==> src/rtl/jpeg_pkg.sv <==
// Shared types and constants for the JPEG run-length/category stage.
// Symbol field widths track the default coefficient and size widths.
package jpeg_pkg;

    localparam int BLOCK_COEFS = 64;
    localparam int ZRL_RUN     = 15;
    localparam int SYM_COEF_W  = 12;
    localparam int SYM_SIZE_W  = 4;

    typedef enum logic [0:0] {
        ACCEPT = 1'b0,
        FLUSH  = 1'b1
    } state_e;

    typedef struct packed {
        logic [3:0]            run;
        logic [SYM_SIZE_W-1:0] size;
        logic [SYM_COEF_W-1:0] amp;
        logic                  dc;
        logic                  last;
    } symbol_t;

    function automatic symbol_t make_sym(
        input logic [3:0]            run,
        input logic [SYM_SIZE_W-1:0] size,
        input logic [SYM_COEF_W-1:0] amp,
        input logic                  dc,
        input logic                  last
    );
        symbol_t s;
        s.run  = run;
        s.size = size;
        s.amp  = amp;
        s.dc   = dc;
        s.last = last;
        return s;
    endfunction

endpackage

==> src/rtl/jpeg_size_cat.sv <==
// Magnitude category and right-aligned amplitude bits of a signed value.
// Input is one bit wider than a coefficient so DC differences fit.
module jpeg_size_cat #(
    parameter int COEF_W = 12,
    parameter int SIZE_W = 4
) (
    input  logic [COEF_W:0]   val_i,
    output logic [SIZE_W-1:0] size_o,
    output logic [COEF_W-1:0] amp_o
);

    logic [COEF_W:0]   mag;
    logic [COEF_W:0]   val_m1;
    logic [COEF_W-1:0] mask;

    always_comb begin
        mag    = val_i[COEF_W] ? (~val_i + 1'b1) : val_i;
        val_m1 = val_i + {(COEF_W + 1){1'b1}};
        size_o = '0;
        for (int i = 0; i <= COEF_W; i++) begin
            if (mag[i]) size_o = SIZE_W'(i + 1);
        end
        mask = '0;
        for (int i = 0; i < COEF_W; i++) begin
            if (i < int'(size_o)) mask[i] = 1'b1;
        end
        // Negative values use the one's-complement form, clipped to size bits.
        amp_o = val_i[COEF_W] ? (val_m1[COEF_W-1:0] & mask) : val_i[COEF_W-1:0];
    end

endmodule

==> src/rtl/jpeg_rle_encoder.sv <==
// Turns a zig-zag coefficient stream into (run, size, amp) symbols with
// DC differencing, ZRL and EOB insertion, behind one output register.
module jpeg_rle_encoder
    import jpeg_pkg::*;
#(
    parameter int COEF_W = SYM_COEF_W,
    parameter int SIZE_W = SYM_SIZE_W
) (
    input  logic              clk,
    input  logic              rst,
    input  logic              clr_pred,
    input  logic              in_valid,
    output logic              in_ready,
    input  logic [COEF_W-1:0] in_coef,
    output logic              out_valid,
    input  logic              out_ready,
    output logic [3:0]        out_run,
    output logic [SIZE_W-1:0] out_size,
    output logic [COEF_W-1:0] out_amp,
    output logic              out_dc,
    output logic              out_last,
    output logic [0:0]        dbg_state_o
);

    // Handshake: a word moves on a rising edge where valid && ready; valid and
    // its data stay stable until taken, and ready never depends on valid.
    localparam logic [0:0] S_ACCEPT = ACCEPT;
    localparam logic [0:0] S_FLUSH  = FLUSH;

    logic [0:0]        state_q, state_d;
    logic [5:0]        idx_q, idx_d;
    logic [5:0]        run_q, run_d;
    logic [COEF_W-1:0] pred_q, pred_d;
    logic              clr_pend_q, clr_pend_d;
    logic [COEF_W-1:0] held_q, held_d;
    logic              held_last_q, held_last_d;
    logic              out_valid_q, out_valid_d;
    symbol_t           sym_q, sym_d;

    logic              slot_free;
    logic              accept;
    logic              is_dc;
    logic              is_last_idx;
    logic [COEF_W:0]   coef_ext;
    logic [COEF_W:0]   pred_ext;
    logic [COEF_W:0]   cat_in;
    logic [SIZE_W-1:0] cat_size;
    logic [COEF_W-1:0] cat_amp;

    jpeg_size_cat #(
        .COEF_W (COEF_W),
        .SIZE_W (SIZE_W)
    ) u_size_cat (
        .val_i  (cat_in),
        .size_o (cat_size),
        .amp_o  (cat_amp)
    );

    assign slot_free   = !out_valid_q || out_ready;
    assign in_ready    = (state_q == S_ACCEPT) && slot_free;
    assign accept      = in_valid && in_ready;
    assign is_dc       = (idx_q == 6'd0);
    assign is_last_idx = (idx_q == 6'(BLOCK_COEFS - 1));
    assign coef_ext    = {in_coef[COEF_W-1], in_coef};
    assign pred_ext    = (clr_pred || clr_pend_q) ? '0 : {pred_q[COEF_W-1], pred_q};

    // The category unit is shared: held coefficient in FLUSH, else DC diff or AC value.
    always_comb begin
        if (state_q == S_FLUSH) begin
            cat_in = {held_q[COEF_W-1], held_q};
        end else if (is_dc) begin
            cat_in = coef_ext - pred_ext;
        end else begin
            cat_in = coef_ext;
        end
    end

    always_comb begin
        state_d     = state_q;
        idx_d       = idx_q;
        run_d       = run_q;
        pred_d      = pred_q;
        clr_pend_d  = clr_pend_q;
        held_d      = held_q;
        held_last_d = held_last_q;
        sym_d       = sym_q;
        out_valid_d = out_valid_q && !out_ready;

        if (accept && is_dc) begin
            clr_pend_d = 1'b0;
        end else if (clr_pred) begin
            clr_pend_d = 1'b1;
        end

        if (accept) begin
            idx_d = idx_q + 6'd1;
            if (is_dc) begin
                sym_d       = make_sym(4'd0, cat_size, cat_amp, 1'b1, 1'b0);
                out_valid_d = 1'b1;
                pred_d      = in_coef;
                run_d       = 6'd0;
            end else if (in_coef == '0) begin
                if (is_last_idx) begin
                    sym_d       = make_sym(4'd0, '0, '0, 1'b0, 1'b1);
                    out_valid_d = 1'b1;
                    run_d       = 6'd0;
                end else begin
                    run_d = run_q + 6'd1;
                end
            end else if (run_q < 6'd16) begin
                sym_d       = make_sym(run_q[3:0], cat_size, cat_amp, 1'b0, is_last_idx);
                out_valid_d = 1'b1;
                run_d       = 6'd0;
            end else begin
                sym_d       = make_sym(4'(ZRL_RUN), '0, '0, 1'b0, 1'b0);
                out_valid_d = 1'b1;
                run_d       = run_q - 6'd16;
                held_d      = in_coef;
                held_last_d = is_last_idx;
                state_d     = S_FLUSH;
            end
        end else if (state_q == S_FLUSH && slot_free) begin
            out_valid_d = 1'b1;
            if (run_q >= 6'd16) begin
                sym_d = make_sym(4'(ZRL_RUN), '0, '0, 1'b0, 1'b0);
                run_d = run_q - 6'd16;
            end else begin
                sym_d   = make_sym(run_q[3:0], cat_size, cat_amp, 1'b0, held_last_q);
                run_d   = 6'd0;
                state_d = S_ACCEPT;
            end
        end
    end

    always_ff @(posedge clk) begin
        if (rst) begin
            state_q     <= S_ACCEPT;
            idx_q       <= '0;
            run_q       <= '0;
            pred_q      <= '0;
            clr_pend_q  <= 1'b0;
            held_q      <= '0;
            held_last_q <= 1'b0;
            out_valid_q <= 1'b0;
            sym_q       <= '0;
        end else begin
            state_q     <= state_d;
            idx_q       <= idx_d;
            run_q       <= run_d;
            pred_q      <= pred_d;
            clr_pend_q  <= clr_pend_d;
            held_q      <= held_d;
            held_last_q <= held_last_d;
            out_valid_q <= out_valid_d;
            sym_q       <= sym_d;
        end
    end

    assign out_valid   = out_valid_q;
    assign out_run     = sym_q.run;
    assign out_size    = sym_q.size;
    assign out_amp     = sym_q.amp;
    assign out_dc      = sym_q.dc;
    assign out_last    = sym_q.last;
    assign dbg_state_o = state_q;

endmodule

==> config.mk <==
export PLATFORM = sky130hd
export DESIGN_NAME = jpeg_rle_encoder
export DESIGN_NICKNAME = d
export VERILOG_FILES = /design/src/rtl/jpeg_pkg.sv /design/src/rtl/jpeg_size_cat.sv /design/src/rtl/jpeg_rle_encoder.sv
export SDC_FILE = /design/constraint.sdc
export NUM_CORES = 1
export LEC_CHECK = 0
export ABC_AREA = 1
export CORE_MARGIN = 2
export CORE_UTILIZATION = 52
export CTS_CLUSTER_DIAMETER = 60
export CTS_CLUSTER_SIZE = 24
export DETAILED_ROUTE_END_ITERATION = 12
export HOLD_SLACK_MARGIN = 0.12
export PLACE_DENSITY = 0.73
export SYNTH_ARGS = -nofsm -noshare
export SYNTH_HDL_FRONTEND = slang
export SYNTH_SLANG_ARGS = --single-unit
==> constraint.sdc <==
create_clock -name clk -period 3.75 [get_ports clk]
set_clock_uncertainty 0.2 [all_clocks]
set_input_delay 0.5625 -clock clk [delete_from_list [all_inputs] [get_ports clk]]
set_output_delay 0.5625 -clock clk [all_outputs]
set_load 0.01 [all_outputs]
## Word level (Yosys, flattened, before mapping)

Cells that the tools add are included.

- Output and inout port bits: 25
- Bits of input ports: 17
- Logic and storage cells: 117
- Register bits after elaboration: 62

- Reductions and logical operators: 17
- Eq/ne operators: 6
- Muxes and demuxes: 55
- Bitwise logic cells: 6
- Add/sub/neg operators: 6
- Magnitude comparators: 14

Operators by type and width:

| operator | number |
|---|---|
| 22-bit two-way mux | 7 |
| 13-bit two-way mux | 4 |
| 6-bit two-way mux | 7 |
| 1-bit two-way mux | 24 |
| 4-bit two-way mux | 6 |
| 3-bit by 4-bit less-than comparator with 1-bit output (first input constant) | 4 |
| 4-bit less-than comparator (first input constant) | 4 |
| 13-bit by 1-bit adder with 13-bit output (second input constant) | 1 |
| 13-bit NOT | 1 |
| 13-bit subtractor | 1 |
| 12-bit adder (second input constant) | 1 |
| 6-bit by 1-bit adder with 6-bit output (second input constant) | 2 |
| 12-bit AND | 1 |
| 12-bit zero test | 1 |
| 12-bit two-way mux | 1 |
| 3-bit two-way mux | 4 |
| 1-bit by 4-bit less-than comparator with 1-bit output (first input constant) | 2 |
| 2-bit by 4-bit less-than comparator with 1-bit output (first input constant) | 2 |
| 2-bit inequality test (second input constant) | 4 |
| 6-bit equality test (second input constant) | 1 |
| 6-bit by 5-bit >= comparator with 1-bit output (second input constant) | 1 |
| 6-bit zero test | 1 |
| 6-bit by 5-bit less-than comparator with 1-bit output (second input constant) | 1 |
| 6-bit by 5-bit subtractor with 6-bit output (second input constant) | 1 |
| other kinds (11) | 22 |

## Longest topological paths before layout

- Word-level depth: 29
- Gate-level depth with buffers: 33
- Gate-level depth less buffers: 32

## Hierarchy

A second synthesis with hierarchy kept.

- Cells, all modules: 745
- Area total of the unflattened synthesis: 4708.3 µm²

Modules (own cells, without submodules):

| module | area each (µm²) | cells an instance | seq. area each (µm²) | instances |
|---|---|---|---|---|
| jpeg_rle_encoder | 3809.9 | 578 | 1241.2 | 1 |
| jpeg_size_cat | 898.4 | 167 | 0.0 | 1 |

## Worst setup path before layout

Ideal clock, no wire load.

- Path type: in2reg
- Start: in clr_pred
- End: reg sym_q, in the netlist out_amp[1]
- Data arrival time: 3.496 ns
- Setup time: 0.132 ns
- Stages on the path: 23
- Buffers on the path: 1
- Required time: 3.418 ns
- Setup slack: -0.078 ns
- Cell sequence: nor2_1 -> clkbuf_1 -> nand2_1 -> fa_1 -> o21ai_1 -> a21oi_1 -> inv_1 -> ha_1 -> nand2_2 -> nor2_4 -> nand2_2 -> nor2_4 -> nor2_1 -> xor2_1 -> nand2_1 -> nor2_4 -> nand4_2 -> nor2_2 -> inv_2 -> nand2_2 -> nand2_1 -> nand3_1 -> a21oi_1

- Cells in the longest elaborated chain, start to end: 29
- Elaborated cells on any way between the ends: 32
- Classes of those cells: add/sub: 3; order compare: 1; mux: 25; bitwise: 2; reduce/logical: 1

RTL lines:

| item | RTL line | RTL |
|---|---|---|
| start, declared | jpeg_rle_encoder.sv:11 | `input logic clr_pred,` |
| 1-bit logical OR (*) | jpeg_rle_encoder.sv:65 | `assign pred_ext = (clr_pred \|\| clr_pend_q) ? '0 : {pred_q[COEF_W-1], pred_q};` |
| 13-bit two-way mux (*) | jpeg_rle_encoder.sv:65 |  |
| 13-bit subtractor (*) | jpeg_rle_encoder.sv:72 | `cat_in = coef_ext - pred_ext;` |
| 13-bit two-way mux (*) | jpeg_rle_encoder.sv:71 | `end else if (is_dc) begin` |
| 13-bit two-way mux (*) | jpeg_rle_encoder.sv:69 | `if (state_q == S_FLUSH) begin` |
| 13-bit NOT | jpeg_size_cat.sv:17 | `mag = val_i[COEF_W] ? (~val_i + 1'b1) : val_i;` |
| 13-bit by 1-bit adder with 13-bit output | jpeg_size_cat.sv:17 |  |
| 13-bit two-way mux | jpeg_size_cat.sv:17 |  |
| [... 13 more ...] | -- |  |
| 1-bit by 4-bit less-than comparator with 1-bit output | jpeg_size_cat.sv:25 | `if (i < int'(size_o)) mask[i] = 1'b1;` |
| 1-bit two-way mux | jpeg_size_cat.sv:25 |  |
| 12-bit AND | jpeg_size_cat.sv:28 | `amp_o = val_i[COEF_W] ? (val_m1[COEF_W-1:0] & mask) : val_i[COEF_W-1:0];` |
| 12-bit two-way mux (*) | jpeg_size_cat.sv:28 |  |
| 22-bit two-way mux | jpeg_rle_encoder.sv:110 | `end else if (run_q < 6'd16) begin` |
| 22-bit two-way mux | jpeg_rle_encoder.sv:102 | `end else if (in_coef == '0) begin` |
| 22-bit two-way mux | jpeg_rle_encoder.sv:97 | `if (is_dc) begin` |
| 22-bit two-way mux (*) | jpeg_rle_encoder.sv:95 | `if (accept) begin` |
| end signal, assigned | jpeg_rle_encoder.sv:155 | `sym_q <= sym_d;` |
| end, declared | jpeg_rle_encoder.sv:38 | `symbol_t sym_q, sym_d;` |

Mark *: on every way between the ends. The rest lies on a longest branch, timed or not. The select of a mux whose other input is x is not followed.
A chain may end at the register's enable or synchronous reset.

## Final worst setup path

- Start: reg clr_pend_q
- End: reg sym_q, in the netlist out_amp[2]

- Cells in the longest elaborated chain, start to end: 29
- Elaborated cells on any way between the ends: 32
- Classes of those cells: add/sub: 3; order compare: 1; mux: 25; bitwise: 2; reduce/logical: 1

RTL lines:

| item | RTL line | RTL |
|---|---|---|
| start, declared | jpeg_rle_encoder.sv:34 | `logic clr_pend_q, clr_pend_d;` |
| start signal, assigned | jpeg_rle_encoder.sv:151 | `clr_pend_q <= clr_pend_d;` |
| 1-bit logical OR (*) | jpeg_rle_encoder.sv:65 |  |
| 13-bit two-way mux (*) | jpeg_rle_encoder.sv:65 |  |
| 13-bit subtractor (*) | jpeg_rle_encoder.sv:72 |  |
| 13-bit two-way mux (*) | jpeg_rle_encoder.sv:71 |  |
| 13-bit two-way mux (*) | jpeg_rle_encoder.sv:69 |  |
| 13-bit NOT | jpeg_size_cat.sv:17 |  |
| 13-bit by 1-bit adder with 13-bit output | jpeg_size_cat.sv:17 |  |
| 13-bit two-way mux | jpeg_size_cat.sv:17 |  |
| [... 13 more ...] | -- |  |
| 2-bit by 4-bit less-than comparator with 1-bit output | jpeg_size_cat.sv:25 |  |
| 1-bit two-way mux | jpeg_size_cat.sv:25 |  |
| 12-bit AND | jpeg_size_cat.sv:28 |  |
| 12-bit two-way mux (*) | jpeg_size_cat.sv:28 |  |
| 22-bit two-way mux | jpeg_rle_encoder.sv:110 |  |
| 22-bit two-way mux | jpeg_rle_encoder.sv:102 |  |
| 22-bit two-way mux | jpeg_rle_encoder.sv:97 |  |
| 22-bit two-way mux (*) | jpeg_rle_encoder.sv:95 |  |

Marks and branches as above.

==> results.md <==
- Placed Area: 5440 sq um
- H-tree lvl count: 3
- Worst slew pin tran: around 840 ps
- Layout cells sized above 1: 0.325
- Die ar.: between 9000 and 10000 sq um
- WS Path Type: flop to flop
- Post-route minimum period: between 3000 and 4000 ps
- Mapped Area: 4300 sq um
- Failing checks: setup timing
- Most numerous cell on the critical path: nand2_1
- Final setup margin: -40.7 ps
- Slowest stage delay, CP: approximately 370 ps
- First-pass GRT wire length: 21500 um
- Register share of total power: 0.269
- Sink Count: slightly above 60
- Initial DRC Count: between 300 and 400
- Final period utilization: 1.01
- Relative max-transition margin: 0.439
- Congestion Overflow GR: 0
- Clk network pwr share: 0.238
- Area growth from synthesis to layout: 43.4%
- Placed cells: slightly below 900
- Leakage: ~2.6 nW
- Worst vdd ir: ~0.00025 V
- Total track usage: 0.300
- Initial antenna violation count: 0
- Max Root-Sink Buffers: 2
- Clock Latency Late Sink: 340 ps
- Max_cap viols: 0
- Commonest non-fill, non-tap cell in the layout: nand2_1
- Worst-path fanout max: 6
- Post-synth net total: between 600 and 700
- RSZ-0062 raised after global routing: true
- Arr. time, crit path: 3860 ps
- Vias in the first global route: roughly 4900
- Vias/cell: around 5.6
- Cell Pwr Density: approximately 450 nW/um^2
- R2r endpoint: out_amp[2]$_SDFFE_PP0P_
- Crit path required time: between 3000 and 4000 ps
- DP Wirelength: between 9000 and 10000 um
- Max Slew Vio Count: 0
- Commonest non-fill, non-tap cells in the layout: 147 x nand2_1, 104 x buf_4, 64 x a21oi_1, 61 x dfxtp_1, 58 x inv_1
- Cell taking the most area after synthesis: dfxtp_1
- Final setup fails: 2
- Max Clk Rate: around 260 MHz
- Chip width: ~95 um
- Largest net degree at the start of global routing: 34
- Endpoint, Worst Hold: held_q[3]$_SDFFE_PP0P_
- Share of the synthesized area in the top cell type: 0.288
- Wire per inst: 15.3 um
- CP endpoint kind: flop
- Synth cell types: 50
- Post-detailed-routing wire length: about 14000 um
- FP Rows: 33
- Remaining DRCs: 0
- Sw frac: 0.389
- P_int: 1.69 mW
- Critical path's top delay family: simple AND/OR/NAND/NOR gates
- WP buf/inv: 3
- Die Span Y: roughly 95 um
- GP Congestion: roughly 1
- #FFs+latches synth: between 60 and 70
- I/O pins: 42
- Register area share after synthesis: 0.288
- Hold Violations, Final: 0
- Non-filler cells, final: roughly 910
- Run status: finished with violations
- NumNets Final: approximately 830
- Yosys warns: 0
- Via count: 5089
- Drt pass-1 iters: 5
- Num CTS Buffers: 9
- Startpoint Class: flop
- Core Area: 8130 sq um
- CTS tree: done
- Synth top area cells: dfxtp_1 29%, nand2_1 14%, a21oi_1 8.4%
- Detail Route Antenna Nets: 0
- Reg clk slew, reported paths: around 70 ps
- Slowest CP cell: fa_2
- Root buf cell: clkbuf_8
- Ant diodes: 0
- Setup TNS: -58.6 ps
- Final instance area: 6170 sq um
- CP startpoint: clr_pend_q$_SDFFE_PP0P_
- Initial core utilization: 0.529
- Synth Instances: 660
- Comb power frac: 0.493
- Hold depth: 2
- Reg-to-reg slack, setup: -40 ps
- Net Switching: ~1.1 mW
- R2R cell count: 31
- Post-synthesis area per instance: 6.52 sq um
- Worst R2R Start: clr_pend_q$_SDFFE_PP0P_
- Power Total: 2.77 mW
- Hold Crit Class: flop to flop
- Buffers on Ports: 41
- Min-delay src: held_q[3]$_SDFFE_PP0P_
- Core Util, Final: 0.759
-- synthesized netlist by cell type (all sizes together) --
| cell | instances |
|---|---|
| dfxtp | 62 |
| nand2 | 180 |
| a21oi | 76 |
| o22ai | 1 |
| fa | 1 |
| nor4 | 3 |
| o211ai | 2 |
| xor2 | 10 |
| a31oi | 5 |
| nor3b | 2 |
| ha | 16 |
| nand4 | 8 |
| o2111ai | 1 |
| a211oi | 1 |
| mux2i | 1 |
| or2 | 3 |
| nor2 | 73 |
| inv | 77 |
| o221ai | 1 |
| a22oi | 4 |
| a21o | 2 |
| clkbuf | 13 |
| nand3 | 47 |
| o21a | 3 |
| buf | 10 |
| nand3b | 1 |
| o21bai | 3 |
| nor3 | 9 |
| xnor2 | 3 |
| clkinv | 1 |
| o21ai | 41 |
-- layer usage --
metal / up-vias / routed length (um) / share of wire / global-route usage
li1: 2434 / - / - / -
met1: 2393 / 5540 / 0.40 / 0.360
met2: 214 / 7060 / 0.51 / 0.540
met3: 48 / 819 / 0.059 / 0.0447
met4: 0 / 449 / 0.032 / 0.107
met5: - / 0 / 0 / 0
-- worst reg2reg max path, delay by kind of cell, from the launching register on --
family          cells  cell delay [ps]
buf+inv             3              300
compound gates      3              340
fa+ha+maj           2              560
flops               1              340
simple gates       23             1990
-- sequential cells by signal, indices dropped and copies added, names as in the netlist --
signal / cells
clr_pend_q: 1
run_q: 6
out_size: 4
dbg_state_o: 1
held_last_q: 1
out_valid: 1
out_dc: 1
held_q: 12
pred_q: 12
idx_q: 6
out_last: 1
out_run: 4
out_amp: 12
-- cell type report --
class | count | area (sq um)
flip-flops and latches | 62 | 1240
inverters | 78 | 300
repair buffers | 151 | 1260
multi-input cells | 497 | 3020
well taps | 105 | 131
fillers | 585 | 1960
clock inverters | 6 | 87.6
clock buffers | 9 | 124
-- stage by stage --
step / worst slack [ps] / hold WS (ps)
3_3_place_gp: -579 / 242
3_5_place_dp: -638 / 254
2_1_floorplan: 36.2 / 230
6_report: -40.7 / 266
4_1_cts: 1.16 / 266
5_1_grt: -322 / 288
-- kinds of logic (layout without fill, tap and decap cells) --
kind of cell,Yosys count,in the layout,share of synthesized area
and+or+nand+nor,326,326,0.348
AOI/OAI and AO/OA,140,140,0.188
muxes,1,1,0.00523
buffers and inverters,101,244,0.0933
adders and majority gates,17,17,0.0512
DFF,62,62,0.288
xor gates and xnor gates,13,13,0.0265
-- how the worst max path moves through the flow --
stage	end	cells after the start	slack, ps
4_1_cts	out_amp[1]$_SDFFE_PP0P_	27	1
5_1_grt	out_amp[6]$_SDFFE_PP0P_	30	-320
2_1_floorplan	out_amp[1]$_SDFFE_PP0P_	23	40
3_3_place_gp	out_amp[4]$_SDFFE_PP0P_	26	-580
3_5_place_dp	out_amp[5]$_SDFFE_PP0P_	28	-640
6_report	out_amp[2]$_SDFFE_PP0P_	31	-40
-- power by group through the flow --
stage	clock network (mW)	registers [mW]	logic (mW)
after floorplan	0	0.767	0.639
after global routing	0.697	0.752	1.48
after detailed placement	0	0.759	1.10
after global placement	0	0.758	1.07
after CTS	0.666	0.745	1.13
final	0.660	0.746	1.36
-- what timing repair did --
action | 4_1_cts | 5_1_grt
resized for setup | 14 | 88
buffers inserted | 3 | 13
gates cloned | 0 | 1
hold buffers | 0 | 0
pin swaps | 9 | 36
endpoints found under the setup margin | 16 | 16
No activity file was read; power rests on OpenSTA's default activity.
